--- config.mk ---
export PLATFORM = sky130hd
export DESIGN_NAME = xlr_sum_engine_flat
export DESIGN_NICKNAME = d
export VERILOG_FILES = /design/src/rtl/xlr_sum_if.sv /design/src/rtl/xlr_sum_engine.sv /design/src/flat_wrapper.sv
export SDC_FILE = /design/constraint.sdc
export NUM_CORES = 1
export LEC_CHECK = 0
export ABC_AREA = 1
export CORE_MARGIN = 1.5
export CORE_UTILIZATION = 49
export DETAILED_ROUTE_END_ITERATION = 8
export GPL_ROUTABILITY_DRIVEN = 0
export PLACE_DENSITY = 0.77
export SYNTH_ARGS = -nofsm -noshare
export SYNTH_HDL_FRONTEND = slang
export SYNTH_SLANG_ARGS = --single-unit
--- constraint.sdc ---
create_clock -name clk -period 2 [get_ports clk]
set_input_delay 0.4 -clock clk [delete_from_list [all_inputs] [get_ports clk]]
set_output_delay 0.4 -clock clk [all_outputs]
set_load 0.005 [all_outputs]
--- src/rtl/xlr_sum_if.sv ---
// xlr_sum_engine bus bundle: GPP command/status and XLR_MEM port.
// slave = the engine side, master = the GPP host / memory side.
interface xlr_sum_if #(
  parameter int ADDR_W = 5,
  parameter int DATA_W = 32
);
  logic              gpp_start;
  logic [ADDR_W-1:0] gpp_base;
  logic [ADDR_W:0]   gpp_len;
  logic [ADDR_W-1:0] gpp_res_addr;
  logic              gpp_busy;
  logic              gpp_done;
  logic [DATA_W-1:0] gpp_result;
  logic              gpp_ovf;
  logic              mem_rd;
  logic              mem_wr;
  logic [ADDR_W-1:0] mem_addr;
  logic [DATA_W-1:0] mem_wdata;
  logic [DATA_W-1:0] mem_rdata;

  modport slave (
    input  gpp_start, gpp_base, gpp_len, gpp_res_addr, mem_rdata,
    output gpp_busy, gpp_done, gpp_result, gpp_ovf,
    output mem_rd, mem_wr, mem_addr, mem_wdata
  );

  modport master (
    output gpp_start, gpp_base, gpp_len, gpp_res_addr, mem_rdata,
    input  gpp_busy, gpp_done, gpp_result, gpp_ovf,
    input  mem_rd, mem_wr, mem_addr, mem_wdata
  );
endinterface

--- src/rtl/xlr_sum_engine.sv ---
// Accelerator sum core: streams a block from XLR_MEM, writes the sum back.
// Optional XLR_SUM_SAT_EN: saturating accumulate with sticky gpp_ovf.
module xlr_sum_engine #(
  parameter int ADDR_W = 5,
  parameter int DATA_W = 32
) (
  input logic     clk,
  input logic     rst_n,
  xlr_sum_if.slave bus
);

  typedef enum logic [2:0] {
    IDLE, READ, DRAIN, WRITE, DONE
  } state_t;

  localparam logic [ADDR_W-1:0] A_ONE = 1;
  localparam logic [ADDR_W:0]   C_ONE = 1;

  state_t            state_q, state_d;
  logic [ADDR_W:0]   len_q, len_d;
  logic [ADDR_W:0]   cnt_q, cnt_d;
  logic [ADDR_W-1:0] res_q, res_d;
  logic [DATA_W-1:0] acc_q, acc_d;
  logic              acc_en_q;
  logic              busy_q, busy_d;
  logic              done_q, done_d;
  logic              ovf_q, ovf_d;
  logic [DATA_W-1:0] result_q, result_d;
  logic              rd_q, rd_d;
  logic              wr_q, wr_d;
  logic [ADDR_W-1:0] addr_q, addr_d;
  logic [DATA_W-1:0] wdata_q, wdata_d;
  logic [DATA_W-1:0] acc_add;
  logic              clip;

`ifdef XLR_SUM_SAT_EN
  logic [DATA_W:0] sum;

  // saturating add of the returning read word
  always_comb begin
    sum     = {1'b0, acc_q} + {1'b0, bus.mem_rdata};
    clip    = sum[DATA_W];
    acc_add = clip ? '1 : sum[DATA_W-1:0];
  end
`else
  // wrapping add of the returning read word
  always_comb begin
    clip    = 1'b0;
    acc_add = acc_q + bus.mem_rdata;
  end
`endif

  // next state and next registered outputs
  always_comb begin
    state_d  = state_q;
    len_d    = len_q;
    cnt_d    = cnt_q;
    res_d    = res_q;
    busy_d   = busy_q;
    done_d   = done_q;
    result_d = result_q;
    rd_d     = 1'b0;
    wr_d     = 1'b0;
    addr_d   = '0;
    wdata_d  = '0;
    acc_d    = acc_en_q ? acc_add : acc_q;
    ovf_d    = ovf_q | (acc_en_q & clip);
    unique case (state_q)
      IDLE: begin
        if (bus.gpp_start) begin
          len_d    = bus.gpp_len;
          res_d    = bus.gpp_res_addr;
          acc_d    = '0;
          done_d   = 1'b0;
          ovf_d    = 1'b0;
          result_d = '0;
          busy_d   = 1'b1;
          if (bus.gpp_len != '0) begin
            state_d = READ;
            rd_d    = 1'b1;
            addr_d  = bus.gpp_base;
            cnt_d   = C_ONE;
          end else begin
            state_d = WRITE;
            wr_d    = 1'b1;
            addr_d  = bus.gpp_res_addr;
          end
        end
      end
      READ: begin
        if (cnt_q == len_q) begin
          state_d = DRAIN;
        end else begin
          rd_d   = 1'b1;
          addr_d = addr_q + A_ONE;
          cnt_d  = cnt_q + C_ONE;
        end
      end
      DRAIN: begin
        state_d = WRITE;
        wr_d    = 1'b1;
        addr_d  = res_q;
        wdata_d = acc_d;
      end
      WRITE: begin
        state_d  = DONE;
        result_d = acc_q;
        busy_d   = 1'b0;
        done_d   = 1'b1;
      end
      DONE: begin
        state_d = IDLE;
      end
      default: begin
        state_d = IDLE;
      end
    endcase
  end

  // state and output registers
  always_ff @(posedge clk or negedge rst_n) begin
    if (!rst_n) begin
      state_q  <= IDLE;
      len_q    <= '0;
      cnt_q    <= '0;
      res_q    <= '0;
      acc_q    <= '0;
      acc_en_q <= 1'b0;
      busy_q   <= 1'b0;
      done_q   <= 1'b0;
      ovf_q    <= 1'b0;
      result_q <= '0;
      rd_q     <= 1'b0;
      wr_q     <= 1'b0;
      addr_q   <= '0;
      wdata_q  <= '0;
    end else begin
      state_q  <= state_d;
      len_q    <= len_d;
      cnt_q    <= cnt_d;
      res_q    <= res_d;
      acc_q    <= acc_d;
      acc_en_q <= rd_q;
      busy_q   <= busy_d;
      done_q   <= done_d;
      ovf_q    <= ovf_d;
      result_q <= result_d;
      rd_q     <= rd_d;
      wr_q     <= wr_d;
      addr_q   <= addr_d;
      wdata_q  <= wdata_d;
    end
  end

  assign bus.gpp_busy   = busy_q;
  assign bus.gpp_done   = done_q;
  assign bus.gpp_result = result_q;
  assign bus.gpp_ovf    = ovf_q;
  assign bus.mem_rd     = rd_q;
  assign bus.mem_wr     = wr_q;
  assign bus.mem_addr   = addr_q;
  assign bus.mem_wdata  = wdata_q;

endmodule

--- src/flat_wrapper.sv ---
// flat-port wrapper written by rule: the top's interface ports become plain ports
module xlr_sum_engine_flat 
#(
  parameter int ADDR_W = 5,
  parameter int DATA_W = 32
)
  (clk, rst_n, bus_gpp_start, bus_gpp_base, bus_gpp_len, bus_gpp_res_addr, bus_mem_rdata, bus_gpp_busy, bus_gpp_done, bus_gpp_result, bus_gpp_ovf, bus_mem_rd, bus_mem_wr, bus_mem_addr, bus_mem_wdata);
  xlr_sum_if #(.ADDR_W(ADDR_W), .DATA_W(DATA_W)) bus_i ();
  input logic clk;
  input logic rst_n;
  input wire logic [$bits(bus_i.gpp_start)-1:0] bus_gpp_start;
  input wire logic [$bits(bus_i.gpp_base)-1:0] bus_gpp_base;
  input wire logic [$bits(bus_i.gpp_len)-1:0] bus_gpp_len;
  input wire logic [$bits(bus_i.gpp_res_addr)-1:0] bus_gpp_res_addr;
  input wire logic [$bits(bus_i.mem_rdata)-1:0] bus_mem_rdata;
  output wire logic [$bits(bus_i.gpp_busy)-1:0] bus_gpp_busy;
  output wire logic [$bits(bus_i.gpp_done)-1:0] bus_gpp_done;
  output wire logic [$bits(bus_i.gpp_result)-1:0] bus_gpp_result;
  output wire logic [$bits(bus_i.gpp_ovf)-1:0] bus_gpp_ovf;
  output wire logic [$bits(bus_i.mem_rd)-1:0] bus_mem_rd;
  output wire logic [$bits(bus_i.mem_wr)-1:0] bus_mem_wr;
  output wire logic [$bits(bus_i.mem_addr)-1:0] bus_mem_addr;
  output wire logic [$bits(bus_i.mem_wdata)-1:0] bus_mem_wdata;
  assign bus_i.gpp_start = bus_gpp_start;
  assign bus_i.gpp_base = bus_gpp_base;
  assign bus_i.gpp_len = bus_gpp_len;
  assign bus_i.gpp_res_addr = bus_gpp_res_addr;
  assign bus_i.mem_rdata = bus_mem_rdata;
  assign bus_gpp_busy = bus_i.gpp_busy;
  assign bus_gpp_done = bus_i.gpp_done;
  assign bus_gpp_result = bus_i.gpp_result;
  assign bus_gpp_ovf = bus_i.gpp_ovf;
  assign bus_mem_rd = bus_i.mem_rd;
  assign bus_mem_wr = bus_i.mem_wr;
  assign bus_mem_addr = bus_i.mem_addr;
  assign bus_mem_wdata = bus_i.mem_wdata;
  xlr_sum_engine #(.ADDR_W(ADDR_W), .DATA_W(DATA_W)) u_core (.clk(clk), .rst_n(rst_n), .bus(bus_i));
endmodule
# ---- After elaboration in Yosys (flattened, before gate mapping)
# Cells that the tools add are included.
dict set report op_classes {
  bitwise 0
  mux 29
  n_eq_ne 8
  div 0
  magnitude_cmp 0
  multipliers 0
  n_reduce_logical 8
  add_sub_neg 3
  n_shift 0
}
# operator count
set ops {}
lappend ops {{$mux W32} 5}
lappend ops {{$pmux W32 S2} 1}
lappend ops {{$add A32 B32 Y32} 1}
lappend ops {{$mux W6} 3}
lappend ops {{$mux W5} 3}
lappend ops {{$pmux W5 S3} 1}
lappend ops {{$pmux W3 S4} 1}
lappend ops {{$pmux W6 S2} 1}
lappend ops {{$pmux W1 S2} 4}
lappend ops {{$mux W1} 7}
lappend ops {{$add A6 B1 Y6 const B} 1}
lappend ops {{$eq A3 B2 Y1 const B} 2}
lappend ops {{$eq A6 B6 Y1} 1}
lappend ops {{$mux W3} 2}
lappend ops {{$reduce_and A2 Y1} 3}
lappend ops {{$reduce_bool A6 Y1} 1}
lappend ops {{$add A5 B1 Y5 const B} 1}
lappend ops {{$ne A2 B1 Y1 const B} 2}
lappend ops {{$ne A2 B2 Y1 const B} 2}
lappend ops {{$reduce_and A4 Y1} 1}
lappend ops {{$reduce_bool A2 Y1} 2}
lappend ops {{$eq A3 B1 Y1 const B} 1}
lappend ops {{$logic_not A3 Y1} 1}
lappend ops {{$mux W2} 1}
dict set report totals {
  mem_bits_rw 0
  memories 0
  regBits 126
  out_inout_bits 74
  latch_bits 0
  word_cells 61
  rom_bits 0
  input_bits 51
}

# ---- Logic depth before layout (Yosys ltp)
# Gate-level depths: netlist of the first run.
dict set report logic_depth {
  depth_word 4
  ltp_mapped 14
  ltp_nobuf 14
}

# ---- Worst setup path before layout of the first run
# OpenSTA, ideal clock, no wires.
dict set report synth_timing {
  path_kind {in2reg}
  from {input port bus_mem_rdata[0]}
  to {register u_core.wdata_q[16], in the netlist u_core.bus.mem_wdata[16]}
  path_buffers 0
  t_required_ps 1868
  t_arrival_ps 1872
  setup_time_ps 132
  stages 9
  setup_slack_ps -4
  cell_sequence {ha_1 > fa_1 > nand3_1 > nand3_1 > a21oi_2 > o21ai_1 > xor2_1 > o21ai_1 > nor2_1}
}
dict set report synth_via {
  elab_chain_cells 3
}
# item line
set synth_lines {}
lappend synth_lines {{start: declaration} flat_wrapper.sv:15} ;# input wire logic [$bits(bus_i.mem_rdata)-1:0] bus_mem_rdata;
lappend synth_lines {{$add A32 B32 Y32} xlr_sum_engine.sv:49} ;# acc_add = acc_q + bus.mem_rdata;
lappend synth_lines {{$mux W32} xlr_sum_engine.sv:66} ;# acc_d = acc_en_q ? acc_add : acc_q;
lappend synth_lines {{$mux W32} xlr_sum_engine.sv:68} ;# unique case (state_q)
lappend synth_lines {{via u_core.wdata_d[16]} xlr_sum_engine.sv:32} ;# logic [DATA_W-1:0] wdata_q, wdata_d;
lappend synth_lines {{end signal: assignment} xlr_sum_engine.sv:151} ;# wdata_q <= wdata_d;
lappend synth_lines {{end: declaration} xlr_sum_engine.sv:32}
# The timed path passes the listed nets, and every way through them passes these cells.
# A chain may end at the register's enable or synchronous reset.

==> summary.md, run 1 <==
| Metric | Value |
|---|---|
| Synth Warn # | 0 |
| Async set-reset flop share out of synthesis | 100% |
| Drt wl/cell | 15.6 um |
| Total CTS buffers | 17 |
| Fin area | 10800 sq um |
| # IOs | 125 |
| Hold WS | 0.421 ns |
| Syn Area/Cell | 7.19 sq um |
| Endpoints failing hold | 0 |
| Hpwl dp | 16400 um |
| Tmin final | 2.02 ns |
| Vias per cell | 5.21 |
| Pleak | 0.00570 uW |
| Critical Path Fanout Max | 3 |
| Iter 0 DRT Violations | 665 |
| NumNets Final | 1356 |
| First-pass iteration count of the detailed router | 5 |
| Die ar. | 16600 sq um |
| Clock root buffer | clkbuf_16 |
| H-tree levels | 4 |
| Main synth FF type | dfrtp_1 |
| Synth Area in XOR/XNOR | 2.59% |
| Height of the chip | 129 um |
| Placed Area | 9710 sq um |
| F_max | 0.496 GHz |
| Worst hold path class | in2async |
| Pins Over Slew Limit | 0 |
| Filler cells | 1131 |
| Num rows | 45 |
| Syn_nets | 1167 |
| Largest family of logic cells by synthesized area | simple AND/OR/NAND/NOR gates |
| Setup ws final | -0.0153 ns |
| Critical path class | reg2reg |
| IO buf count | 123 |
| Failing checks | setup timing |
| DR vias | 7787 |
| Peak supply drop | 914 uV |
| Die Wd | 129 um |
| # Max-Cap Violations | 0 |
| Tightest Pin Transition | 0.759 ns |
| Largest stage delay, worst path | 0.42 ns |
| Area of the mapped netlist | 7780 sq um |
| Most common cell after layout, fill and taps aside | nand2_1 |
| Most frequent cell on the critical path | nand2_1 |
| Crit share post-route | 101% |
| Vias in the first global route | 7419 |
| Global route overflow | 0 |
| Synth Area in Adders | 5.57% |
| EDFF count, synth | 0 |
| Antenna viol nets, final | 0 |
| Post-Syn Instances | 1082 |
| RSZ-0062 raised after global routing | true |
| Crit path DAT | 2.38 ns |
| Tot Pwr | 17500 uW |
| Layout cells sized above 1 | 19.3% |
| Post-placement cell count | 1461 |
| Part of the Yosys area used for sequential elements | 40.5% |
| Antenna cell count | 0 |
| Largest net degree at the start of global routing | 53 |
| PwrDens | 1610 nW/um^2 |
| Initial core utilization | 50.6% |
| Fin cells | 1495 |
| Commonest cells after routing, fill and taps aside | nand2_1 (350), inv_1 (159), dfrtp_1 (125) |
| Status | finished with violations |
| CP Cell Sequence | ha_4 -> fa_2 -> buf_6 -> nand2_2 -> nand3_2 -> nand2_1 -> nand2_2 -> nand2_2 -> nand2_1 -> nand2_1 -> nand3_2 -> nand2_1 -> nand2_1 -> nand2_1 |
| First-pass GRT wire length | 35900 um |
| Post-synthesis mux area share | 0% |
| Synth Area in Simple Gates | 33.7% |
| Overall routed net length | 23300 um |
| Setup crit end kind | flop |
| DRC viols | 0 |
| Clk_skew | 0.00976 ns |
| TritonCTS clock tree | yes |
| Core Region | 15400 sq um |
| Fin util | 70.5% |
| Clk sink count | 126 |
| Total track usage | 28.0% |
| Critical Path RT | 2.36 ns |
| Initial antenna violation count | 0 |
| Slew HR | 49.4% |
| Clk Latency, worst-skew pair | 0.43 ns |
| Synth Area in Compound Gates | 7.14% |
| Flops & latches, synth | 126 |
| Clock tree buffer depth | 2 |
| Unique masters post-synth | 43 |
| Slowest CP cell | dfrtp_1 |
| Layout area overhead | 39.4% |
| Final setup fails | 5 |
| Startpoint Class | flop |
| Clock-pin transition on the worst setup and hold timing paths | 0.06 ns |
[final cells by class]
| type | count | area [sq um] | area share [%] |
|---|---|---|---|
| multi-input cells | 759 | 4280 | 39.5 |
| flip-flops and latches | 126 | 3150 | 29.1 |
| repair buffers | 199 | 1890 | 17.4 |
| inverters | 168 | 631 | 5.82 |
| clock buffers | 18 | 439 | 4.05 |
| well taps | 211 | 264 | 2.43 |
| clock inverters | 14 | 184 | 1.70 |
[path summary, 6_finish.rpt]
path / startpoint / to / slack [ns] / cells past startpoint
worst max-delay path: u_core.acc_q[0]$_DFF_PN0_ / flop / -0.02 / 14
worst min-delay path: rst_n / u_core.bus.mem_wdata[6]$_DFF_PN0_ / 0.42 / 2
worst max register to register: u_core.acc_q[0]$_DFF_PN0_ / flop / -0.02 / 14
worst min register to register: u_core.bus.mem_rd$_DFF_PN0_ / u_core.acc_en_q$_DFF_PN0_ / 0.45 / 0
max in group asynchronous: rst_n / asynchronous set/reset pin / 0.90 / 3
min in group clk: u_core.bus.mem_rd$_DFF_PN0_ / u_core.acc_en_q$_DFF_PN0_ / 0.45 / 0
[worst max-delay path: cells and delay by family (launching register included)]
family        cells  cell delay [ns]
simple gates     11             0.78
buf+inv           1             0.15
fa+ha+maj         2             0.59
flops             1             0.42
[cell families after synthesis]
group | after synthesis
buffers and inverters | 197
flip-flops | 126
XOR/XNOR | 23
other | 1
AO/OA/AOI/OAI | 104
adder cells (fa/ha/maj) | 34
AND/OR/NAND/NOR | 597
[power by group]
part / internal (uW) / switching (uW) / total [uW] / leakage (uW)
Combinational: 4310 / 5590 / 9900 / 0.00374
Sequential: 3550 / 762 / 4320 / 0.00165
Clock: 2020 / 1260 / 3280 / 0.000309
[layer usage]
layer / up-vias / global-route usage [%] / routed length [um]
met3: 57 / 4.70 / 1790
li1: 3733 / - / -
met5: - / 0 / 0
met1: 3668 / 37.4 / 9860
met2: 329 / 45.8 / 11000
met4: 0 / 10.7 / 674
[metrics by stage]
step	setup slack [ns]	TNS, ns
CTS	-0.0171	-0.0677
global placement	-0.502	-20.55
global route	-0.142	-0.864
detailed placement	-0.567	-22.72
finish	-0.0153	-0.0511
floorplan	0.0585	0
[what timing repair did]
item | in CTS | in global routing
endpoints found under the hold margin | 18 | 0
endpoints found under the setup margin | 20 | 51
pin swaps | 2 | 8
cloned | 0 | 0
gates resized for setup | 17 | 79
buffers inserted | 0 | 1
hold buffers | 1 | 0
[synth_stat cells (2+ instances only)]
library cell  count  area, sq um
nand2_1         364         1370
inv_1           160          601
dfrtp_1         126         3150
nor2_1           87          327
nand3_1          81          405
o21ai_0          44          220
a21oi_1          35          175
ha_1             33          413
nand2_2          24          150
xor2_1           20          175
nand3_2          14          140
o21ai_1          13         65.1
clkbuf_1         12         45.0
buf_2             9         45.0
inv_2             7         26.3
nor2_2            7         43.8
nor3_1            4         20.0
nand2_4           3         33.8
nand4_1           3         18.8
xnor2_1           3         26.3
a21oi_2           2         17.5
a221oi_1          2         17.5
buf_4             2         15.0
buf_6             2         22.5
clkbuf_8          2         27.5
nand3b_4          2         40.0
nor2_4            2         22.5
nor4_1            2         12.5
o21bai_1          2         15.0
o22ai_1           2         12.5
Power figures use the tool's default switching activity.
==> run 2, diff against run 1 <==
- ABC_CLOCK_PERIOD_IN_PS: not set -> 2000
- PLACE_DENSITY: 0.77 -> 0.81
==> run 2 against run 1 <==
- the run still ends with setup timing left
- clock power fell by 12%
- sequential share of layout area fell by 0.094 points
- critical path depth fell by 6
- power fell by 0.31%
- worst setup slack got worse by 0.17 ns
- first-iteration DRC count fell by 16%
- die area did not move
- utilization rose by 0.28 points
- count of clock-buffer cells in the layout rose by 2
- fmax fell by 7.7%
- largest power group unchanged
- highest routed layer unchanged
==> summary.md, run 2 (synthesized netlist as in run 1, its figures left out) <==
| Metric | Value |
|---|---|
| Initial core utilization | 50.6% |
| Height of the chip | 129 um |
| Clk_skew | 0.0117 ns |
| Overall routed net length | 24200 um |
| Tightest Pin Transition | 0.808 ns |
| Layout cells sized above 1 | 20.1% |
| Global route overflow | 0 |
| Setup ws final | -0.183 ns |
| CP Cell Sequence | ha_4 -> nand2_2 -> nor2_2 -> nand2_1 -> o21ai_2 -> xor2_1 -> o21ai_1 -> nor2_1 |
| # IOs | 125 |
| RSZ-0062 raised after global routing | true |
| Sequential power share | 25.0% |
| Commonest cells after routing, fill and taps aside | nand2_1 (343), inv_1 (158), dfrtp_1 (123) |
| DR vias | 7940 |
| Pins Over Slew Limit | 0 |
| Setup crit end kind | flop |
| Initial antenna violation count | 0 |
| Slowest CP cell | dfrtp_1 |
| Critical path class | reg2reg |
| First-pass GRT wire length | 35900 um |
| Status | finished with violations |
| Post-placement cell count | 1458 |
| F_max | 0.458 GHz |
| Total CTS buffers | 17 |
| DRC viols | 0 |
| Failing checks | setup timing |
| Num rows | 45 |
| IO buf count | 123 |
| Clk sink count | 126 |
| Logic pwr share | 58.4% |
| Antenna viol nets, final | 0 |
| Worst hold path class | reg2reg |
| Largest net degree at the start of global routing | 50 |
| Die ar. | 16600 sq um |
| Iter 0 DRT Violations | 560 |
| Clk Latency, worst-skew pair | 0.43 ns |
| Die Wd | 129 um |
| Critical Path RT | 2.34 ns |
| Setup TNS | -0.401 ns |
| Fin cells | 1495 |
| Vias in the first global route | 7466 |
| Peak supply drop | 910 uV |
| CP bufs+invs | 0 |
| Drt wl/cell | 16.2 um |
| Antenna cell count | 0 |
| Startpoint Class | flop |
| Final setup fails | 7 |
| # Max-Cap Violations | 0 |
| Hold WS | 0.376 ns |
| Largest stage delay, worst path | 0.45 ns |
| Most common cell after layout, fill and taps aside | nand2_1 |
| Vias per cell | 5.31 |
| Core Region | 15400 sq um |
| PwrDens | 1600 nW/um^2 |
| First-pass iteration count of the detailed router | 8 |
| Clock-pin transition on the worst setup and hold timing paths | 0.06 ns |
| Tot Pwr | 17400 uW |
| Clock share of power | 16.6% |
| Total track usage | 27.9% |
| Internal power | 9560 uW |
| Sw Ratio | 45.2% |
| Filler cells | 1106 |
| Delay-heaviest family, CP | simple AND/OR/NAND/NOR gates |
| Layout area overhead | 40.0% |
| NumNets Final | 1356 |
| Crit share post-route | 109% |
| Critical Path Fanout Max | 4 |
| Tmin final | 2.18 ns |
| H-tree levels | 4 |
| Crit path DAT | 2.53 ns |
| TritonCTS clock tree | yes |
| Endpoints failing hold | 0 |
| Clock tree buffer depth | 2 |
| Slew HR | 46.1% |
| Clock root buffer | clkbuf_16 |
| Hpwl dp | 16100 um |
| Net Sw Power | 7880 uW |
| Pleak | 0.00571 uW |
==> run 2: metal layers <==
| metal | GRT usage (%) | wire, um | vias to the layer above |
|---|---|---|---|
| met1 | 36.1 | 9880 | 3764 |
| met4 | 12.6 | 950 | 0 |
| met3 | 5.45 | 1760 | 85 |
| met2 | 45.4 | 11600 | 358 |
| met5 | 0 | 0 | - |
| li1 | - | - | 3733 |
==> run 2: power groups by stage <==
stage	combinational, uW	sequential, uW	clock [uW]
3_3_place_gp	8490	4230	0
4_1_cts	9020	4240	2880
3_5_place_dp	8720	4260	0
2_1_floorplan	5310	4150	0
5_1_grt	11100	4460	3020
6_report	10200	4370	2890
==> run 2: path summary, 6_finish.rpt <==
kind,startpoint,to,slack (ns),depth (start not counted)
worst min register to register,u_core.bus.mem_rd$_DFF_PN0_,u_core.acc_en_q$_DFF_PN0_,0.38,0
max in group asynchronous,rst_n,asynchronous set/reset pin,1.01,3
worst max-delay path,u_core.acc_q[9]$_DFF_PN0_,u_core.acc_q[16]$_DFF_PN0_,-0.18,8
worst min-delay path,u_core.bus.mem_rd$_DFF_PN0_,u_core.acc_en_q$_DFF_PN0_,0.38,0
min in group asynchronous,rst_n,u_core.bus.mem_wdata[5]$_DFF_PN0_,0.41,2
worst max register to register,u_core.acc_q[9]$_DFF_PN0_,u_core.acc_q[16]$_DFF_PN0_,-0.18,8
==> run 2: per-stage QoR <==
stage	utilization [%]	instance area [sq um]	setup WS (ns)
after floorplan	-	7780	0.0585
after global placement	62.9	9670	-0.557
after detailed placement	62.9	9670	-0.584
after CTS	67.1	10300	-0.0254
after global routing	70.8	10900	-0.183
final	70.8	10900	-0.183
==> run 2: cell type report <==
class / instances / area, sq um / area share (%)
Sequential cell: 126 / 3160 / 29.0
Tap cell: 211 / 264 / 2.43
Timing Repair Buffer: 199 / 1870 / 17.1
Clock buffer: 20 / 457 / 4.19
Inverter: 168 / 631 / 5.79
Clock inverter: 12 / 86.3 / 0.793
Multi-Input combinational cell: 759 / 4430 / 40.7
==> run 2: timing repair <==
item | in CTS | in global routing
hold buffers | 1 | 0
pin swaps | 9 | 18
hold endpoints to repair | 19 | 0
endpoints found under the setup margin | 20 | 53
gates resized for setup | 20 | 101
buffers inserted | 1 | 3
==> run 2: worst register-to-register path, cell delays in order, from the launching register on <==
cell     delay, ns
dfrtp_1       0.45
ha_4          0.34
nand2_2       0.10
nor2_2        0.20
nand2_1       0.13
o21ai_2       0.22
xor2_1        0.34
o21ai_1       0.13
nor2_1        0.17
==> run 3, diff against run 2 <==
- CORE_MARGIN: 1.5 -> not set
- CORE_UTILIZATION: 49 -> 32
- PLACE_DENSITY: 0.81 -> 0.58
==> run 3 against run 2 <==
- the flow now finishes without violations
- first-iteration DRC count fell by 8.9%
- sequential share of layout area fell by 0.48 points
- fmax rose by 11%
- utilization fell by 24 points
- critical path depth increased by 4
- clock skew is 0.0014 ns higher
- non-clock buffer count is 3 higher
- power shrank 1.2%
- cell count increased by 7.2%
- clock power increased by 4%
- design area grew 1.6%
- worst hold slack gained 0.017 ns
==> summary.md, run 3 (synthesized netlist as in run 1, its figures left out) <==
| Metric | Value |
|---|---|
| Hpwl dp | 17500 um |
| Clk Latency, worst-skew pair | 0.42 ns |
| Worst Hold Endpoint | u_core.acc_en_q$_DFF_PN0_ |
| Slew HR | 48.0% |
| IO buf count | 123 |
| Critical path class | in2reg |
| Largest net degree at the start of global routing | 53 |
| Iter 0 DRT Violations | 510 |
| CP startpoint | bus_mem_rdata[1] |
| First-pass GRT wire length | 36800 um |
| RSZ-0062 raised after global routing | true |
| Total track usage | 19.4% |
| # IOs | 125 |
| Clock root buffer | clkbuf_16 |
| Critical Path RT | 2.30 ns |
| Drt wl/cell | 14.7 um |
| H-tree levels | 4 |
| Setup TNS | 0 ns |
| Most frequent cell on the critical path | nand2_1 |
| F_max | 0.507 GHz |
| Peak supply drop | 751 uV |
| Initial antenna violation count | 0 |
| Most common cell after layout, fill and taps aside | nand2_1 |
| PwrDens | 1560 nW/um^2 |
| Startpoint Class | primary input |
| Tmin final | 1.97 ns |
| DR vias | 7384 |
| Fin cells | 1603 |
| Clk_skew | 0.0131 ns |
| Layout area overhead | 42.2% |
| Status | finished clean |
| Clock tree buffer depth | 2 |
| NumNets Final | 1359 |
| First-pass iteration count of the detailed router | 5 |
| Hold_sp | u_core.bus.mem_rd$_DFF_PN0_ |
| Critical Path Fanout Max | 3 |
| Tightest Pin Transition | 0.778 ns |
| Pins Over Slew Limit | 0 |
| Die ar. | 24900 sq um |
| Endpoints failing hold | 0 |
| Overall routed net length | 23500 um |
| Global route overflow | 0 |
| Post-placement cell count | 1570 |
| Height of the chip | 158 um |
| # Max-Cap Violations | 0 |
| Core Region | 23700 sq um |
| Initial core utilization | 32.8% |
| Antenna cell count | 0 |
| Antenna viol nets, final | 0 |
| Clock-pin transition on the worst setup and hold timing paths | 0.05 ns |
| Vias in the first global route | 7153 |
| Crit share post-route | 98.6% |
| Layout cells sized above 1 | 20.2% |
| Clk sink count | 126 |
| Slowest CP cell | clkdlybuf4s50_1 |
| Final setup fails | 0 |
| Commonest cells after routing, fill and taps aside | nand2_1 (342), inv_1 (155), dfrtp_1 (126) |
| Total CTS buffers | 17 |
| Vias per cell | 4.61 |
| TritonCTS clock tree | yes |
| Tot Pwr | 17200 uW |
| Pleak | 0.00579 uW |
| Hold WS | 0.393 ns |
| Die Wd | 158 um |
| Placed Area | 9870 sq um |
| Fin area | 11100 sq um |
| R2r setup slk | 0.06 ns |
| CP Cell Sequence | clkdlybuf4s50_1 -> ha_1 -> nand2_1 -> nand2_1 -> nand3_2 -> nand2_2 -> nand2_1 -> nand2_2 -> buf_4 -> xor2_2 -> o21ai_2 -> nor2_1 |
| Num rows | 56 |
| Crit path DAT | 2.27 ns |
| Largest stage delay, worst path | 0.46 ns |
| Worst hold path class | reg2reg |
| Critical R2R Launch | u_core.acc_q[0]$_DFF_PN0_ |
| Setup crit end kind | flop |
| Hold Path Depth | 0 |
| R2r worst-path depth | 14 |
| DRC viols | 0 |
run 3: cell count changes in the layout (fill, tap and decap cells not counted), sizes merged, moves of 2 or more:
| cell | before | now |
|---|---|---|
| clkinv | 8 | 4 |
| bufinv | 0 | 2 |
| clkdlybuf4s50 | 111 | 106 |
| buf | 76 | 79 |
| clkbuf | 20 | 22 |
| dlymetal6s2s | 10 | 16 |
| inv | 169 | 167 |
run 3: where the power goes:
| group | leakage (uW) | internal (uW) | switching [uW] |
|---|---|---|---|
| clock network | 0.000268 | 1870 | 1130 |
| logic | 0.00387 | 4420 | 5530 |
| registers | 0.00165 | 3560 | 731 |
run 3: what timing repair did:
| item | in CTS | in global routing |
|---|---|---|
| pin swaps | 1 | 23 |
| endpoints found under the hold margin | 20 | 0 |
| resized for setup | 7 | 118 |
| hold buffers | 1 | 0 |
| setup buffers | 0 | 3 |
| cloned | 0 | 0 |
| setup endpoints to repair | 22 | 51 |
run 3: how the worst max path moves through the flow:
stage | slack [ns] | cells after the start | end
after detailed placement | -0.57 | 13 | flop
after global placement | -0.56 | 13 | flop
after global routing | -0.07 | 14 | flop
final | 0.03 | 12 | u_core.acc_q[13]$_DFF_PN0_
after floorplan | 0.06 | 9 | u_core.bus.mem_wdata[16]$_DFF_PN0_
after CTS | 0.0006 | 14 | flop
run 3: layout make-up:
class	instances	area [sq um]
fillers	2324	12600
multi-input cells	759	4380
flip-flops and latches	126	3150
repair buffers	202	1940
inverters	168	631
clock buffers	22	464
well taps	319	399
clock inverters	7	90.1
run 3: through the flow:
stage | utilization, % | setup slack, ns
floorplan | - | 0.0585
global placement | 41.7 | -0.557
detailed placement | 41.7 | -0.574
CTS | 44.3 | 0.000630
global route | 46.7 | -0.0651
finish | 46.7 | 0.0283
run 3: worst max-delay path: cells and delay by family:
kind            cells  cell delay (ns)
compound gates      1             0.16
xor+xnor            1             0.14
fa+ha+maj           1             0.35
buf+inv             2             0.62
simple gates        7             0.58
run 3: per-layer routing:
| metal | GRT usage [%] | up-vias | share of wire [%] |
|---|---|---|---|
| met1 | 25.9 | 3455 | 47 |
| met2 | 31.4 | 163 | 46 |
| met5 | 0 | - | 0 |
| li1 | - | 3736 | - |
| met3 | 3.53 | 30 | 4.4 |
| met4 | 6.61 | 0 | 2.2 |
==> RTL edit 1, RTL diff (config.mk and constraints of run 2) <==
Make the reset (`rst_n`) synchronous in one clocked block.
--- a/src/rtl/xlr_sum_engine.sv
+++ b/src/rtl/xlr_sum_engine.sv
@@ -120,3 +120,3 @@
   // state and output registers
-  always_ff @(posedge clk or negedge rst_n) begin
+  always_ff @(posedge clk) begin
     if (!rst_n) begin
Behaviour: differs if rst_n is asserted again (counterexample within 4 cycles, from zero or initial values and one cycle with rst_n low); with rst_n held inactive, the same outputs for 4 cycles.
==> RTL edit 1 against run 2 <==
Worst setup slack better by 0.19 ns. Area after synthesis down 12%. Sequential share of layout area decreased by 3.2 points. Non-clock buffer count stayed put. Largest cell class unchanged. Die area down 12%. Final area down 10%. Sequential cell count unchanged. Routed wire length is 13% lower. Core utilization rose by 1.8 points. Highest routed layer unchanged. Worst hold slack improved by 0.091 ns.
Power is not compared: it rests on default switching activity, and its combinational part moved more than twofold at a synthesized area within 25%.
==> RTL edit 1: results (changes against run 2) <==
- # diodes: 0 (unchanged)
- Distinct cells, synth: 37 (was 43)
- Top Layer Used: met4 (unchanged)
- Status: complete, no violations (was finished, violations left)
- DR WL/cell: 14.9 um (was 16.2 um)
- Slew of the pin with the lowest slew margin: 0.498 ns (was 0.808 ns)
- R2R Setup Slk: 0.08 ns (was -0.18 ns)
- Overall Global Routing Usage: 27.9% (about the same)
- Hold path depth: 2 (was 0)
- Pleak: roughly 4.7 nW
- Wire length on met2: 9.99 mm (was 11.6 mm)
- Most used DFF post-synth: dfxtp_1 (was dfrtp_1)
- YS warnings: 0 (unchanged)
- Reg2reg end: u_core.acc_q[21] (was u_core.acc_q[16])
- Place WS: -0.524 ns (was -0.584 ns)
- Root buf cell: clkbuf_16 (unchanged)
- Hold worst-path end: u_core.res_q[1] (was u_core.acc_en_q)
- Htree depth: 4 (unchanged)
- WL met1: 9.08 mm (was 9.88 mm)
- Post-synth top cells: nand2_1, inv_1, dfxtp_1, nor2_1, nand3_1 (was nand2_1, inv_1, dfrtp_1)
- Drt initial violations: 665 (was 560)
- Pre-antenna DRT Iters: 8 (unchanged)
- Ys async rst share: 0% (was 100%)
- Number of global-route vias before repair: 6784 (was 7466)
- Final-layout fill cell count: 1026 (was 1106)
- Dpl hpwl: 15.1 mm (was 16.1 mm)
- Synth top area cells: dfxtp_1, nand2_1, inv_1, nor2_1, ha_1 (was dfrtp_1, nand2_1, inv_1, ha_1, nand3_1)
- CP arrival: 2.29 ns (was 2.53 ns)
- Hold path start: u_core.res_q[1] (was u_core.bus.mem_rd)
- Worst r2r src: u_core.acc_q[12] (was u_core.acc_q[9])
- Clock latency on the worst-skew pair: around 0.42 ns
- IO Port Bufs: 123 (unchanged)
- Met3 routed WL: 1.45 mm (was 1.76 mm)
- Layout cells sized above 1: 16.1% (was 20.1%)
- Largest net degree at the start of global routing: 40 (was 50)
- DR vias: 7354 (was 7940)
- Mapped Nets: 1119 (was 1167)
- First-pass GRT wire length: 31.9 mm (was 35.9 mm)
- Nets@finish: 1309 (was 1356)
- Crit-path slowest cell: clkdlybuf4s50_1 (was dfrtp_1)
- Peak VDD IR: 0.000585 V
- Worst R2R Path Depth: 13 (was 8)
- Clock Skews: 0.00554 ns (was 0.0117 ns)
- Seq/Total Area, Yosys: 36.9% (was 40.5%)
==> RTL edit 1: changes by cell type in the layout (fill, tap and decap cells not counted), sizes merged, moves of 5 or more <==
cell,before,now
nand2,391,322
dfrtp,126,0
a21oi,37,44
o22ai,2,10
o21ai,57,40
a32o,0,5
dfxtp,0,126
nand3,95,75
nor2,96,133
==> RTL edit 1: cell families after synthesis <==
| group | synth area share, % |
|---|---|
| and+or+nand+nor | 33.0 |
| adders and majority gates | 6.33 |
| xor gates and xnor gates | 3.20 |
| buffers and inverters | 11.2 |
| AOI/OAI and AO/OA | 8.99 |
| muxes | 0.293 |
| DFF | 36.9 |
| other | 0.0549 |
==> RTL edit 1: timing repair <==
item / in CTS / in global routing
hold buffers: 0 / 0
endpoints found under the setup margin: 21 / 53
pin swaps: 1 / 9
setup buffers: 1 / 0
gates resized for setup: 9 / 76
==> RTL edit 1: worst max path at each step <==
stage,from,to,slack (ns),depth (start not counted)
3_5_place_dp,bus_mem_rdata[0],u_core.bus.mem_wdata[20],-0.52,13
2_1_floorplan,bus_mem_rdata[0],u_core.bus.mem_wdata[12],0.08,9
5_1_grt,bus_mem_rdata[4],u_core.bus.mem_wdata[24],-0.08,13
3_3_place_gp,bus_mem_rdata[0],u_core.bus.mem_wdata[20],-0.45,13
4_1_cts,bus_mem_rdata[2],u_core.acc_q[21],0.005,13
6_report,bus_mem_rdata[15],u_core.bus.mem_wdata[24],0.005,13
==> RTL edit 1: metal layers <==
metal  GRT usage, %  vias up
li1               -     3601
met1           35.9     3369
met2           47.5      322
met3           5.36       62
met4           8.60        0
met5              0        -
==> RTL edit 1: power breakdown <==
part / switching, mW / leakage, nW / internal (mW)
logic: 1.97 / 3.39 / 1.40
registers: 0.217 / 1.02 / 2.77
clock network: 1.11 / 0.262 / 1.70
==> RTL edit 1: area by class of cell <==
cell class | instances | area (um^2) | share of cell area [%]
Sequential cell | 126 | 2520 | 25.8
Clock inverter | 10 | 92.6 | 0.947
Timing Repair Buffer | 199 | 1870 | 19.2
Inverter | 167 | 627 | 6.41
Clock buffer | 22 | 444 | 4.54
Multi-Input combinational cell | 713 | 3990 | 40.9
Tap cell | 176 | 220 | 2.25
==> RTL edit 1: metrics by stage <==
stage	utilization [%]	std cells	area, um^2	hold WS (ns)	setup TNS, ns
floorplan	-	1034	6840	0.431	0
global placement	65.1	1380	8760	0.452	-20.60
detailed placement	65.1	1380	8760	0.455	-22.65
CTS	69.3	1413	9330	0.463	0
global route	72.7	1413	9770	0.475	-0.803
finish	72.7	1413	9770	0.467	0
==> RTL edit 2, RTL diff (config.mk and constraints of run 2) <==
Made on the original files. `DATA_W` is set to 32 in 3 places; all go to 28.
--- a/src/rtl/xlr_sum_if.sv
+++ b/src/rtl/xlr_sum_if.sv
@@ -4,3 +4,3 @@
   parameter int ADDR_W = 5,
-  parameter int DATA_W = 32
+  parameter int DATA_W = 28
 );
--- a/src/rtl/xlr_sum_engine.sv
+++ b/src/rtl/xlr_sum_engine.sv
@@ -4,3 +4,3 @@
   parameter int ADDR_W = 5,
-  parameter int DATA_W = 32
+  parameter int DATA_W = 28
 ) (
--- a/src/flat_wrapper.sv
+++ b/src/flat_wrapper.sv
@@ -4,3 +4,3 @@
   parameter int ADDR_W = 5,
-  parameter int DATA_W = 32
+  parameter int DATA_W = 28
 )
Ports: changed (resized bus_gpp_result, bus_mem_rdata and bus_mem_wdata); port bits go from 125 to 113. The function was not compared with the original's and may differ.
==> RTL edit 2 against run 2 <==
The run still ends with setup timing left. Non-clock buffer count shrank 20. Routed wire length is 16% lower. Sequential cell count is 12 lower. Total power shrank 8.7%. Area after synthesis down 15%. Core utilization grew 1.3 points. Worst hold slack gained 0.038 ns. Final area down 13%. Worst setup slack better by 0.16 ns. Critical path depth rose by 3. Largest cell class unchanged. Largest power group unchanged. Highest routed layer unchanged.
==> RTL edit 2: results (changes against run 2) <==
- Final-layout fill cell count: 941 (was 1106)
- Largest net degree at the start of global routing: 42 (was 50)
- Drt initial violations: 508 (was 560)
- Synth Instances: 922 (was 1082)
- Placed Cells: 1250 (was 1458)
- Clock Skews: 0.00653 ns (was 0.0117 ns)
- Setup TNS Final: -0.0222 ns (was -0.401 ns)
- First-pass GRT wire length: 31.2 mm (was 35.9 mm)
- Synth top area cells: dfrtp_1, nand2_1, inv_1, nor2_1, ha_1 (was dfrtp_1, nand2_1, inv_1, ha_1, nand3_1)
- Number of global-route vias before repair: 6464 (was 7466)
- Pleak: 4.98 nW (was 5.71 nW)
- CP arrival: 2.30 ns (was 2.53 ns)
- Dpl hpwl: 13.8 mm (was 16.1 mm)
- Violated checks: setup timing (unchanged)
- Total wire length: 20.3 mm (was 24.2 mm)
- Status: finished, violations left (unchanged)
- DP Area: 0.00835 mm^2 (was 0.00967 mm^2)
- Seq/Total Area, Yosys: 43.2% (was 40.5%)
- Final setup vio count: 2 (was 7)
- Mapped Nets: 999 (was 1167)
- Overall Global Routing Usage: 28.2% (was 27.9%)
- Pre-antenna DRT Iters: 5 (was 8)
- Post-synth top cells: nand2_1, inv_1, dfrtp_1 (unchanged)
- Final WS setup: -0.0189 ns (was -0.183 ns)
- Switch Pwr: 6.58 mW (was 7.88 mW)
- DR WL/cell: 15.8 um (was 16.2 um)
- DR vias: 6801 (was 7940)
- Peak VDD IR: 0.000832 V (was 0.000910 V)
- Nets@finish: 1173 (was 1356)
- WL met1: 8.39 mm (was 9.88 mm)
- Worst path max stage delay: 0.39 ns (was 0.45 ns)
- TritonCTS Buffers: 17 (unchanged)
- Place WS: -0.526 ns (was -0.584 ns)
- Initial antenna violation count: 0 (unchanged)
- Crit-path slowest cell: fa_2 (was dfrtp_1)
- Wire length on met2: 9.90 mm (was 11.6 mm)
- Layout cells sized above 1: 16.3% (was 20.1%)
==> RTL edit 2: worst max-delay path: cells and delay by family, from the launching register on <==
family / cells / cell delay, ns
DFF: 1 / 0.38
AOI/OAI and AO/OA: 1 / 0.16
and+or+nand+nor: 7 / 0.57
adders and majority gates: 2 / 0.60
xor gates and xnor gates: 1 / 0.18
==> RTL edit 2: power by group through the flow <==
stage	registers, mW	clock network, mW	logic (mW)
after detailed placement	3.84	0	7.52
after global placement	3.83	0	7.33
after CTS	3.83	3.42	7.64
after global routing	4.01	3.55	9.45
after floorplan	3.74	0	4.41
final	3.93	3.41	8.58
==> RTL edit 2: logic make-up after synthesis <==
group	synth area share, %
DFF	43.2
buffers and inverters	9.73
and+or+nand+nor	31.1
xor gates and xnor gates	2.79
other	0.0568
AOI/OAI and AO/OA	7.34
adders and majority gates	5.80
==> RTL edit 2: area by class of cell <==
type / instances / area share (%)
clock inverters: 8 / 1.83
multi-input cells: 641 / 37.4
repair buffers: 179 / 17.7
clock buffers: 23 / 5.13
well taps: 176 / 2.31
inverters: 143 / 5.64
flip-flops and latches: 114 / 30.0
==> RTL edit 2: path summary, 6_finish.rpt <==
kind | startpoint | endpoint | slack [ns] | cells after the start
min in group asynchronous | rst_n | u_core.len_q[1] | 0.47 | 2
max | u_core.acc_q[0] | u_core.bus.mem_wdata[12] | -0.02 | 11
min reg2reg | u_core.bus.mem_rd | u_core.acc_en_q | 0.41 | 0
max in group asynchronous | rst_n | u_core.bus.mem_wdata[15] | 0.97 | 3
min | u_core.bus.mem_rd | u_core.acc_en_q | 0.41 | 0
max reg2reg | u_core.acc_q[0] | u_core.bus.mem_wdata[12] | -0.02 | 11
==> RTL edit 2: metal layers <==
layer | GRT usage (%) | vias up
met5 | 0 | -
met1 | 36.1 | 3236
met2 | 46.2 | 299
met3 | 5.65 | 59
li1 | - | 3207
met4 | 12.8 | 0
==> RTL edit 2: per-stage QoR <==
stage | util, % | hold WS [ns] | power [mW]
detailed placement | 63.3 | 0.378 | 11.4
CTS | 68.5 | 0.415 | 14.9
global route | 72.1 | 0.421 | 17.0
floorplan | - | 0.104 | 8.14
finish | 72.1 | 0.415 | 15.9
global placement | 63.3 | 0.380 | 11.2
==> RTL edit 2: what timing repair did <==
item,CTS,global route
pin swaps,2,11
buffers inserted,0,2
setup endpoints to repair,22,46
resized for setup,4,84
gates cloned,0,0
hold buffers,1,0
endpoints found under the hold margin,29,0
